[config.mk]
export PLATFORM = sky130hd
export DESIGN_NAME = store_buffer
export DESIGN_NICKNAME = d
export VERILOG_FILES = /design/src/rtl/store_buffer_pkg.sv /design/src/rtl/store_buffer_fwd_match.sv /design/src/rtl/store_buffer.sv
export SDC_FILE = /design/constraint.sdc
export NUM_CORES = 1
export LEC_CHECK = 0
export BUFFER_PORTS_ARGS = -buffer_cell sky130_fd_sc_hd__buf_2
export CORE_ASPECT_RATIO = 1.25
export CORE_MARGIN = 2
export CORE_UTILIZATION = 30
export DETAILED_ROUTE_END_ITERATION = 16
export GPL_ROUTABILITY_DRIVEN = 0
export PLACE_DENSITY = 0.57
export SETUP_SLACK_MARGIN = 0.1
export SLEW_MARGIN = 20
export SYNTH_ARGS = -nofsm -noshare
export SYNTH_HDL_FRONTEND = slang
export SYNTH_SLANG_ARGS = --single-unit
[constraint.sdc]
create_clock -name clk_i -period 4 [get_ports clk_i]
set_clock_uncertainty 0.2 [all_clocks]
set_input_delay 1.2 -clock clk_i [delete_from_list [all_inputs] [get_ports clk_i]]
set_output_delay 1.2 -clock clk_i [all_outputs]
set_load 0.02 [all_outputs]
[src/rtl/store_buffer_pkg.sv]
// Shared constants for the store buffer and its forwarding matcher.
package store_buffer_pkg;

    localparam int unsigned ADDR_LEN  = 32;
    localparam int unsigned DATA_LEN  = 32;
    localparam int unsigned STB_DEPTH = 4;
    localparam int unsigned STB_SEL   = $clog2(STB_DEPTH);

endpackage

[src/rtl/store_buffer_fwd_match.sv]
// Store-to-load forwarding matcher: finds the youngest valid entry whose word
// address equals the load's word address. Ages are measured relative to tail.
module store_buffer_fwd_match
    import store_buffer_pkg::*;
#(
    parameter int unsigned DEPTH = STB_DEPTH,
    localparam int unsigned SelW = $clog2(DEPTH)
) (
    input  logic [DEPTH-1:0]               valid_i,
    input  logic [DEPTH-1:0][ADDR_LEN-3:0] waddr_i,
    input  logic [SelW-1:0]                tail_i,
    input  logic [ADDR_LEN-3:0]            ld_waddr_i,
    output logic                           hit_o,
    output logic [SelW-1:0]                idx_o
);

    // Scan oldest (tail - DEPTH) to youngest (tail - 1); the last match wins.
    always_comb begin
        hit_o = 1'b0;
        idx_o = '0;
        for (int k = DEPTH; k >= 1; k--) begin
            if (valid_i[tail_i - SelW'(k)] && (waddr_i[tail_i - SelW'(k)] == ld_waddr_i)) begin
                hit_o = 1'b1;
                idx_o = tail_i - SelW'(k);
            end
        end
    end

endmodule

[src/rtl/store_buffer.sv]
// Store buffer: holds executed stores until the ROB commits them, drains
// committed stores in order to dmem, and forwards buffered data to loads.
// Forwarding is built only when STORE_BUFFER_FWD_EN is defined; otherwise
// ld_hit_o/ld_data_o are tied to 0 and loads must wait for empty_o.
module store_buffer
    import store_buffer_pkg::*;
#(
    parameter int unsigned DEPTH = STB_DEPTH,
    localparam int unsigned SelW = $clog2(DEPTH),
    localparam int unsigned CntW = SelW + 1
) (
    input  logic                clk_i,
    input  logic                reset_i,
    input  logic                st_we_i,
    input  logic [ADDR_LEN-1:0] st_addr_i,
    input  logic [DATA_LEN-1:0] st_data_i,
    output logic                full_o,
    input  logic                commit_st_i,
    input  logic                flush_i,
    input  logic [ADDR_LEN-1:0] ld_addr_i,
    output logic                ld_hit_o,
    output logic [DATA_LEN-1:0] ld_data_o,
    output logic                dmem_we_o,
    output logic [ADDR_LEN-1:0] dmem_waddr_o,
    output logic [DATA_LEN-1:0] dmem_wdata_o,
    output logic                empty_o,
    output logic [CntW-1:0]     count_o
);

    logic [DEPTH-1:0][ADDR_LEN-1:0] addr_q;
    logic [DEPTH-1:0][DATA_LEN-1:0] data_q;
    logic [DEPTH-1:0]               valid_q, valid_d;
    logic [SelW-1:0]                head_q, head_d;
    logic [SelW-1:0]                cptr_q, cptr_d;
    logic [SelW-1:0]                tail_q, tail_d;
    logic [CntW-1:0]                count_q, count_d;
    logic [CntW-1:0]                ccount_q, ccount_d;

    logic full, drain, commit, alloc;

    assign full   = (count_q == CntW'(DEPTH));
    assign drain  = (ccount_q != '0);
    // Uses pre-edge counts, so a store allocated this cycle is never committable.
    assign commit = commit_st_i && (count_q > ccount_q);
    assign alloc  = st_we_i && !full && !flush_i;

    // Next-state: drain, then commit, then flush, then allocate.
    always_comb begin
        valid_d  = valid_q;
        head_d   = head_q;
        cptr_d   = cptr_q;
        tail_d   = tail_q;
        count_d  = count_q;
        ccount_d = ccount_q;
        if (drain) begin
            valid_d[head_q] = 1'b0;
            head_d          = head_q + SelW'(1);
            count_d         = count_d - CntW'(1);
            ccount_d        = ccount_d - CntW'(1);
        end
        if (commit) begin
            cptr_d   = cptr_q + SelW'(1);
            ccount_d = ccount_d + CntW'(1);
        end
        if (flush_i) begin
            // Uncommitted entries occupy [cptr_d, cptr_d + count_d - ccount_d).
            for (int k = 0; k < DEPTH; k++) begin
                if (CntW'(k) < (count_d - ccount_d)) begin
                    valid_d[cptr_d + SelW'(k)] = 1'b0;
                end
            end
            tail_d  = cptr_d;
            count_d = ccount_d;
        end else if (alloc) begin
            valid_d[tail_q] = 1'b1;
            tail_d          = tail_q + SelW'(1);
            count_d         = count_d + CntW'(1);
        end
    end

    // Control state with synchronous reset.
    always_ff @(posedge clk_i) begin
        if (reset_i) begin
            valid_q  <= '0;
            head_q   <= '0;
            cptr_q   <= '0;
            tail_q   <= '0;
            count_q  <= '0;
            ccount_q <= '0;
        end else begin
            valid_q  <= valid_d;
            head_q   <= head_d;
            cptr_q   <= cptr_d;
            tail_q   <= tail_d;
            count_q  <= count_d;
            ccount_q <= ccount_d;
        end
    end

    // Entry payload; only meaningful while the matching valid bit is set.
    always_ff @(posedge clk_i) begin
        if (!reset_i && alloc) begin
            addr_q[tail_q] <= st_addr_i;
            data_q[tail_q] <= st_data_i;
        end
    end

    assign full_o       = full;
    assign empty_o      = (count_q == '0);
    assign count_o      = count_q;
    assign dmem_we_o    = drain;
    assign dmem_waddr_o = drain ? addr_q[head_q] : '0;
    assign dmem_wdata_o = drain ? data_q[head_q] : '0;

`ifdef STORE_BUFFER_FWD_EN
    logic [DEPTH-1:0][ADDR_LEN-3:0] entry_waddr;
    logic                           fwd_hit;
    logic [SelW-1:0]                fwd_idx;
    logic                           unused_ld_lo;

    // Word addresses of every entry for the matcher.
    always_comb begin
        entry_waddr = '0;
        for (int k = 0; k < DEPTH; k++) begin
            entry_waddr[k] = addr_q[k][ADDR_LEN-1:2];
        end
    end

    store_buffer_fwd_match #(
        .DEPTH (DEPTH)
    ) u_fwd_match (
        .valid_i    (valid_q),
        .waddr_i    (entry_waddr),
        .tail_i     (tail_q),
        .ld_waddr_i (ld_addr_i[ADDR_LEN-1:2]),
        .hit_o      (fwd_hit),
        .idx_o      (fwd_idx)
    );

    assign ld_hit_o     = fwd_hit;
    assign ld_data_o    = fwd_hit ? data_q[fwd_idx] : '0;
    assign unused_ld_lo = ^ld_addr_i[1:0];
`else
    logic unused_ld_addr;

    assign ld_hit_o       = 1'b0;
    assign ld_data_o      = '0;
    assign unused_ld_addr = ^ld_addr_i;
`endif

endmodule

# == Word level (Yosys, flattened, before mapping) ==
# Index checks and enable logic that the tools add are counted.
# Widths: inputs -> output; s select.
# totals
register_bits,268
elab_cells,54
# op_classes
n_addsub,7
n_lt_le_gt_ge,4
n_eq_ne,1
muxes,18
reduce_logical,11
# op_table
cell,n
$bwmux 128,2
$mux 32,5
$bmux 32 s2,2
$demux 32 s2,1
$mux 3,5
$add 2x1->2 const B,3
$add 3x1->3 const B,2
$lt 2x3->1 const B,2
$mux 2,3
$sub 3x1->3 const B,2
$logic_and 1x1->1,5
$eq 3x3->1 const B,1
$gt 3x3->1,1
$logic_not 1->1,3
$logic_not 3->1,1
$reduce_bool 3->1,1
$ge 2x1->1 const B,1
$reduce_bool 2->1,1

# == Logic depth before layout (Yosys ltp) ==
# Gate-level depths: netlist of the first run.
# depth
word_depth,6
ltp_mapped,10

# == Worst setup path before layout of the first run ==
# No wires, ideal clock.
# synth_path
kind,input port to flip-flop
from,in st_we_i
to,"reg addr_q[100] (netlist name), enable pin"
setup_ps,429
arrival_time_ps,3349
required_ps,3371
slack_ps,23
path_stages,3
path_buffers,0
cell_sequence,a21boi_2 > nor3b_1 > and2_1
# synth_via
elab_chain_len,3
# synth_lines
element,line_no,text
"start, declared",store_buffer.sv:14,"input logic st_we_i,"
$logic_and 1x1->1 (2 in series),store_buffer.sv:45,assign alloc = st_we_i && !full && !flush_i;
$logic_and 1x1->1,store_buffer.sv:102,if (!reset_i && alloc) begin
"end signal, assigned by index",store_buffer.sv:103,addr_q[tail_q] <= st_addr_i;
"end, declared",store_buffer.sv:30,logic [DEPTH-1:0][ADDR_LEN-1:0] addr_q;
# Every way passes these cells.
# A chain may end at the register's enable or synchronous reset.

# == Worst setup path after layout of the first run ==
# layout_path
from,reg ccount_q[0]
to,out dmem_wdata_o[1]
# layout_via
elab_chain_len,2
# layout_lines
element,line_no,text
"start, declared",store_buffer.sv:37,"logic [CntW-1:0] ccount_q, ccount_d;"
"start signal, assigned",store_buffer.sv:96,ccount_q <= ccount_d;
$reduce_bool 3->1,store_buffer.sv:42,assign drain = (ccount_q != '0);
$mux 32,store_buffer.sv:113,assign dmem_wdata_o = drain ? data_q[head_q] : '0;
"end, declared",store_buffer.sv:25,"output logic [DATA_LEN-1:0] dmem_wdata_o,"
# Every way passes these cells.

==> impl_metrics.py, run 1 <==
metrics = {
    "global_route": {
        "met1_usage_pct": 14.1,
        "antenna_violations_before_repair": 1,
        "grt_pass1_wl_um": 32900,
        "grt_use_met2_pct": 19.7,
        "vias_in_the_first_global_route": 5691,
        "globalRouteOverflowTotal": 0,
        "grtUsageMet3_pct": 2.46,
        "grt_util_all_layers_pct": 11.4,
        "grt_start_max_net_pins": 71,
        "grt_busiest_layer": "met2",
    },
    "critical_path": {
        "critPathTopFamily": "buffers and inverters",
        "regToRegSetupSlack_ps": 1290,
        "end_kind": "output pin",
        "crit-reg2reg-capture": "addr_q[7]",
        "worst_ep_arrival_time_ps": 2200,
        "worst_path_largest_cell_delay_ps": 380,
        "crit_slowest_cell": "dfxtp_1",
        "cp-start-kind": "register",
        "r2r.worst_path.cells": 6,
        "crit_fanout": 70,
        "worstPathCellList": "inv_1 -> ha_1 -> nor2b_4 -> inv_2 -> buf_12 -> and2_1 -> buf_2",
        "r2r-start": "count_o[0]",
        "cp.required_ps": 2600,
        "crit_type": "register to output pin",
        "critPathBufInv": 4,
    },
    "clock_network": {
        "post_cts_hold_buffer_count": 0,
        "tritoncts_num_sinks": 268,
        "post-cts-setup-buffers": 0,
        "cts_tree": "done",
        "clock_tree.htree_level_count": 1,
        "clk_root_buffer_cell": "clkbuf_16",
        "cts-buffers-inserted": 28,
        "clkTransAtPathRegs_ps": 60,
        "insertion_delay_ps": 540,
        "total_of_cells_resized_after_clock_tree_synthesis": 0,
        "cts_max_path_buffers": 3,
    },
    "synthesis": {
        "postSynthRegisterBits": 268,
        "netlist.top_cell.by_area": "edfxtp_1",
        "post-synth-top-count-cell": "edfxtp_1",
        "yosys-top-cells-area": "edfxtp_1 71%, mux4_2 13%, and2_1 4.0%",
        "netlist_top_cells_count": "256 x edfxtp_1, 69 x and2_1, 64 x mux4_2",
        "async_flop_share_pct": 0,
        "synth.cell_area_sq_mm": 0.0108,
        "synth-seq-area-share_pct": 73.3,
        "ys.warnings.count": 0,
        "synth_edf_count": 256,
        "yosys.area.top_type_share_pct": 71.1,
        "postSynth.topFlopCell": "edfxtp_1",
        "ys_types": 37,
        "syn-mean-instance-area_sq_um": 20.2,
        "post_synth_inst_count": 536,
    },
    "sta": {
        "hold_violations": 0,
        "layout_setup_ws_ps": 396,
        "max_clock_freq_mhz": 277,
        "grt_setup_unrepaired": "false",
        "fin_crit_ps": 3600,
        "final_cycle_share_pct": 90.1,
        "setup_total_negative_slack_ps": 0,
        "final-max-slew-violation-count": 0,
        "final_number_of_setup_violating_endpoints": 0,
    },
    "worst_hold_path": {
        "hold_end": "cptr_q[1]",
        "worst_hold_path.num_cells": 2,
        "hp-start": "cptr_q[1]",
        "worstHoldPathType": "register to register",
    },
    "run_status": {
        "outcome": "finished clean",
    },
    "die": {
        "fp.dieW_um": 174,
        "placementRows": 77,
        "die_area_sq_mm": 0.0376,
        "die_h_um": 216,
        "i_o_pins": 204,
        "initial_utilization_pct": 30.5,
        "design.core.area_sq_mm": 0.0355,
    },
    "routing": {
        "initialDrtViolationCount": 315,
        "drt-wirelength-per-cell_um": 17.9,
        "post-route-drc-count": 0,
        "vias_per_cell": 4.38,
        "first_pass_iters": 4,
        "via_count": 5204,
        "wl_um": 21300,
        "ant_nets": 0,
    },
    "layout": {
        "fillCellCount": 3370,
        "finalInstanceArea_sq_mm": 0.0130,
        "n_antenna_cell": 0,
        "syn2layout_area_growth_pct": 20.1,
        "final-instance-count-excl-fill": 1187,
        "final_net_count": 805,
        "drive_above_1_share_pct": 38.0,
    },
    "placed_design": {
        "portBuffers": 138,
        "place.detailed.hpwl_um": 12000,
        "placed_cell_area_sq_mm": 0.0121,
        "placed_cells": 1135,
        "dpl_worst_slack_ps": 648,
    },
    "power_and_ir_drop": {
        "pwrdens_mw_per_mm2": 682,
        "p_leak_nw": 4.49,
        "vdd_drop_max_mv": 0.407,
    },
    "run": {
        "timing.max_cap.violations": 0,
    },
}
## where the power goes
| group | internal, W | switching, W | total, W | leakage (nW) |
|---|---|---|---|---|
| Sequential | 0.00321 | 0.0000712 | 0.00328 | 2.41 |
| Combinational | 0.00128 | 0.00167 | 0.00295 | 1.62 |
| Clock | 0.00158 | 0.00106 | 0.00264 | 0.458 |
| Total | 0.00607 | 0.00280 | 0.00886 | 4.49 |
## metrics by stage
stage          power [W]  hold slack, ps  utilization, %
5_1_grt          0.00936             405            36.7
3_3_place_gp     0.00637             318            34.0
4_1_cts          0.00908             347            36.7
6_report         0.00886             339            36.7
2_1_floorplan    0.00549             282               -
3_5_place_dp     0.00638             328            34.0
## metal layers
metal / share of wire, % / wire [um]
met5: 0.061 / 13
met4: 2.4 / 515
met3: 5.5 / 1160
met2: 51 / 10800
met1: 41 / 8820
## logic make-up after synthesis
kind of cell	Yosys count	synth area share, %
muxes	67	13.6
buffers and inverters	65	3.89
xor gates and xnor gates	9	0.856
other	1	0.0347
DFF	268	73.3
AOI/OAI and AO/OA	16	1.40
adders and majority gates	13	1.50
and+or+nand+nor	97	5.42
## flip-flops by register name, summed over array words and instances (netlist names)
name,flops
cptr_q,2
data_q,128
tail_q,2
head_q,2
count_o,3
addr_q,128
ccount_q,3
## final cells by class
cell class	count	area, sq um	share of cell area (%)
Sequential cell	268	7940	61.1
Multi-Input combinational cell	235	2600	20.0
Timing Repair Buffer	149	898	6.91
Clock buffer	34	744	5.73
Tap cell	474	593	4.56
Clock inverter	18	193	1.48
Inverter	9	33.8	0.260
## worst register-to-register path, delay by kind of cell, from the launching register on
family | cells | cell delay, ps
and+or+nand+nor | 2 | 840
DFF | 1 | 380
buffers and inverters | 2 | 350
AOI/OAI and AO/OA | 1 | 340
adders and majority gates | 1 | 240
## cells in the final DEF (no fill, tap or decap), drive strengths merged, types with 2 or more instances in the layout
cell type,instances
nor2b,3
mux2i,2
a21oi,3
xor2,2
clkinv,11
ha,13
nor2,11
a211oi,7
and2,69
dfxtp,12
nand2,6
edfxtp,256
bufinv,4
xnor2,6
mux4,64
clkbuf,34
conb,33
buf,149
inv,11
nor3b,4
## worst max path at each step
stage	startpoint	slack (ps)	to	depth (start not counted)
final	ccount_q[0]	400	dmem_wdata_o[1]	7
after global routing	ccount_q[0]	260	dmem_wdata_o[1]	7
after CTS	ccount_q[0]	320	dmem_waddr_o[5]	7
after detailed placement	st_we_i	650	addr_q[10]	5
after global placement	st_we_i	660	addr_q[7]	5
after floorplan	st_we_i	710	addr_q[0]	3
No activity file was read; power rests on OpenSTA's default activity.
==> inputs of run 2 (changes only) <==
--- a/config.mk
+++ b/config.mk
@@ -6,12 +6,13 @@
 export NUM_CORES = 1
 export LEC_CHECK = 0
 export BUFFER_PORTS_ARGS = -buffer_cell sky130_fd_sc_hd__buf_2
+export CAP_MARGIN = 15
 export CORE_ASPECT_RATIO = 1.25
 export CORE_MARGIN = 2
-export CORE_UTILIZATION = 30
+export CORE_UTILIZATION = 40
 export DETAILED_ROUTE_END_ITERATION = 16
 export GPL_ROUTABILITY_DRIVEN = 0
-export PLACE_DENSITY = 0.57
+export PLACE_DENSITY = 0.68
 export SETUP_SLACK_MARGIN = 0.1
 export SLEW_MARGIN = 20
 export SYNTH_ARGS = -nofsm -noshare
==> constraint.sdc (replaced) <==
create_clock -name clk_i -period 3.7 [get_ports clk_i]
set_clock_uncertainty 0.2 [all_clocks]
set_input_delay 1.11 -clock clk_i [delete_from_list [all_inputs] [get_ports clk_i]]
set_output_delay 1.11 -clock clk_i [all_outputs]
set_load 0.02 [all_outputs]
==> run 2 against run 1 <==
Global-route usage rose by 3.1 points. Via count grew 2.0%. Clock power about the same. Sequential power rose by 8.8%. Critical path depth decreased by 3. Hold slack got worse by 4.9 ps. Die area decreased by 25%. Core utilization grew 12 points. Sequential cell count unchanged. Clock-buffer cell count shrank 2. Critical endpoint is now dmem_wdata_o[2]. Largest cell class unchanged.
==> impl_metrics.py, run 2 (synthesized netlist as in run 1, its figures left out) <==
metrics = {
    "worst_hold_path": {
        "worstHoldPathType": "register to register",
    },
    "routing": {
        "initialDrtViolationCount": 225,
        "drt-wirelength-per-cell_um": 19.1,
        "wl_um": 20400,
        "via_count": 5310,
        "first_pass_iters": 4,
        "ant_nets": 0,
        "vias_per_cell": 4.96,
        "post-route-drc-count": 0,
    },
    "die": {
        "die_area_sq_mm": 0.0284,
        "die_h_um": 188,
        "fp.dieW_um": 151,
        "i_o_pins": 204,
        "initial_utilization_pct": 40.5,
        "placementRows": 67,
        "design.core.area_sq_mm": 0.0267,
    },
    "layout": {
        "layout_common_cells": "256 x edfxtp_1, 138 x buf_2, 65 x and2_1, 64 x mux4_2, 33 x conb_1",
        "drive_above_1_share_pct": 39.4,
        "multiInputGateArea_sq_mm": 0.00260,
        "final-instance-count-excl-fill": 1071,
        "layout.cells.most_common": "edfxtp_1",
        "reg.largest.list": "addr_q: 128 flops, data_q: 128 flops",
        "postLayoutCoreUtil_pct": 48.5,
        "final-seq-area_sq_mm": 0.00794,
        "finalInstanceArea_sq_mm": 0.0130,
        "final_net_count": 819,
        "syn2layout_area_growth_pct": 19.8,
        "fillCellCount": 2227,
    },
    "clock_network": {
        "cts_max_path_buffers": 3,
        "clkTransAtPathRegs_ps": 60,
        "clock_tree.htree_level_count": 1,
        "post_cts_hold_buffer_count": 0,
        "clk_root_buffer_cell": "clkbuf_16",
        "cts-buffers-inserted": 26,
        "insertion_delay_ps": 520,
        "tritoncts_num_sinks": 268,
        "cts_tree": "done",
    },
    "sta": {
        "final_cycle_share_pct": 91.9,
        "final_number_of_setup_violating_endpoints": 0,
        "setup_total_negative_slack_ps": 0,
        "layout_setup_ws_ps": 298,
        "fin_crit_ps": 3400,
        "final-max-slew-violation-count": 0,
        "grt_setup_unrepaired": "false",
        "max_clock_freq_mhz": 294,
        "hold_violations": 0,
    },
    "critical_path": {
        "crit_type": "register to output pin",
        "worst_ep_arrival_time_ps": 2090,
        "crit_slowest_cell": "mux4_2",
        "crit-reg2reg-capture": "data_q[127]",
        "r2r-start": "count_o[0]",
        "cp-start-kind": "register",
        "cp.required_ps": 2390,
        "worst_path_largest_cell_delay_ps": 590,
        "cp-startpoint": "head_q[0]",
        "r2r.worst_path.cells": 6,
        "end_kind": "output pin",
        "worstPathCellList": "buf_12 -> mux4_2 -> and2_1 -> buf_2",
        "setup_crit_end": "dmem_wdata_o[2]",
        "crit_fanout": 22,
        "regToRegSetupSlack_ps": 1200,
    },
    "global_route": {
        "grt_start_max_net_pins": 33,
        "globalRouteOverflowTotal": 0,
        "grt_pass1_wl_um": 31100,
        "grt_util_all_layers_pct": 14.5,
        "antenna_violations_before_repair": 2,
        "vias_in_the_first_global_route": 5537,
    },
    "placed_design": {
        "placed_cell_area_sq_mm": 0.0121,
        "place.detailed.hpwl_um": 13100,
        "portBuffers": 138,
        "dpl_worst_slack_ps": 619,
        "placed_cells": 1019,
    },
    "power_and_ir_drop": {
        "pwrdens_mw_per_mm2": 731,
        "p_leak_nw": 4.54,
        "vdd_drop_max_mv": 0.490,
    },
    "run_status": {
        "outcome": "finished clean",
    },
    "run": {
        "timing.max_cap.violations": 0,
    },
}
## run 2: repair_timing
item	in CTS	in global routing
endpoints found under the setup margin	23	6
cloned	0	0
buffers inserted	3	0
gates resized for setup	1	1
## run 2: worst min-delay path by stage
stage	depth (start not counted)	slack [ps]	to	startpoint
after CTS	2	340	cptr_q[1]	cptr_q[1]
final	2	330	cptr_q[1]	cptr_q[1]
after detailed placement	2	320	cptr_q[1]	cptr_q[1]
after floorplan	2	280	cptr_q[1]	cptr_q[1]
after global placement	2	320	cptr_q[1]	cptr_q[1]
after global routing	2	420	head_q[0]	head_q[0]
## run 2: cell type report
class	count	share of cell area [%]
inverters	9	0.299
diodes	1	0.0193
multi-input cells	235	20.1
clock buffers	32	5.36
well taps	345	3.33
clock inverters	16	1.27
repair buffers	165	8.44
flip-flops and latches	268	61.2
## run 2: routing by layer
layer  part of all wire, %  global-route usage, %
met3                   5.6                   3.02
met2                    53                   25.6
met5                     0                      0
met4                   2.1                   4.03
met1                    40                   18.2
## run 2: worst max-delay path, delay by kind of cell (launching register included)
family,cells,cell delay (ps)
muxes,1,590
DFF,1,410
buffers and inverters,2,380
and+or+nand+nor,1,180
## run 2: report_power, final
part	leakage, nW	total (W)	switching [W]	internal, W
Sequential	2.41	0.00357	0.000102	0.00347
Clock	0.410	0.00263	0.00109	0.00155
Combinational	1.72	0.00328	0.00180	0.00148
## run 2: per-stage QoR
step	total power [W]	hold WS, ps
floorplan	0.00593	282
global placement	0.00691	316
detailed placement	0.00694	321
CTS	0.00963	343
global route	0.00997	418
finish	0.00948	334
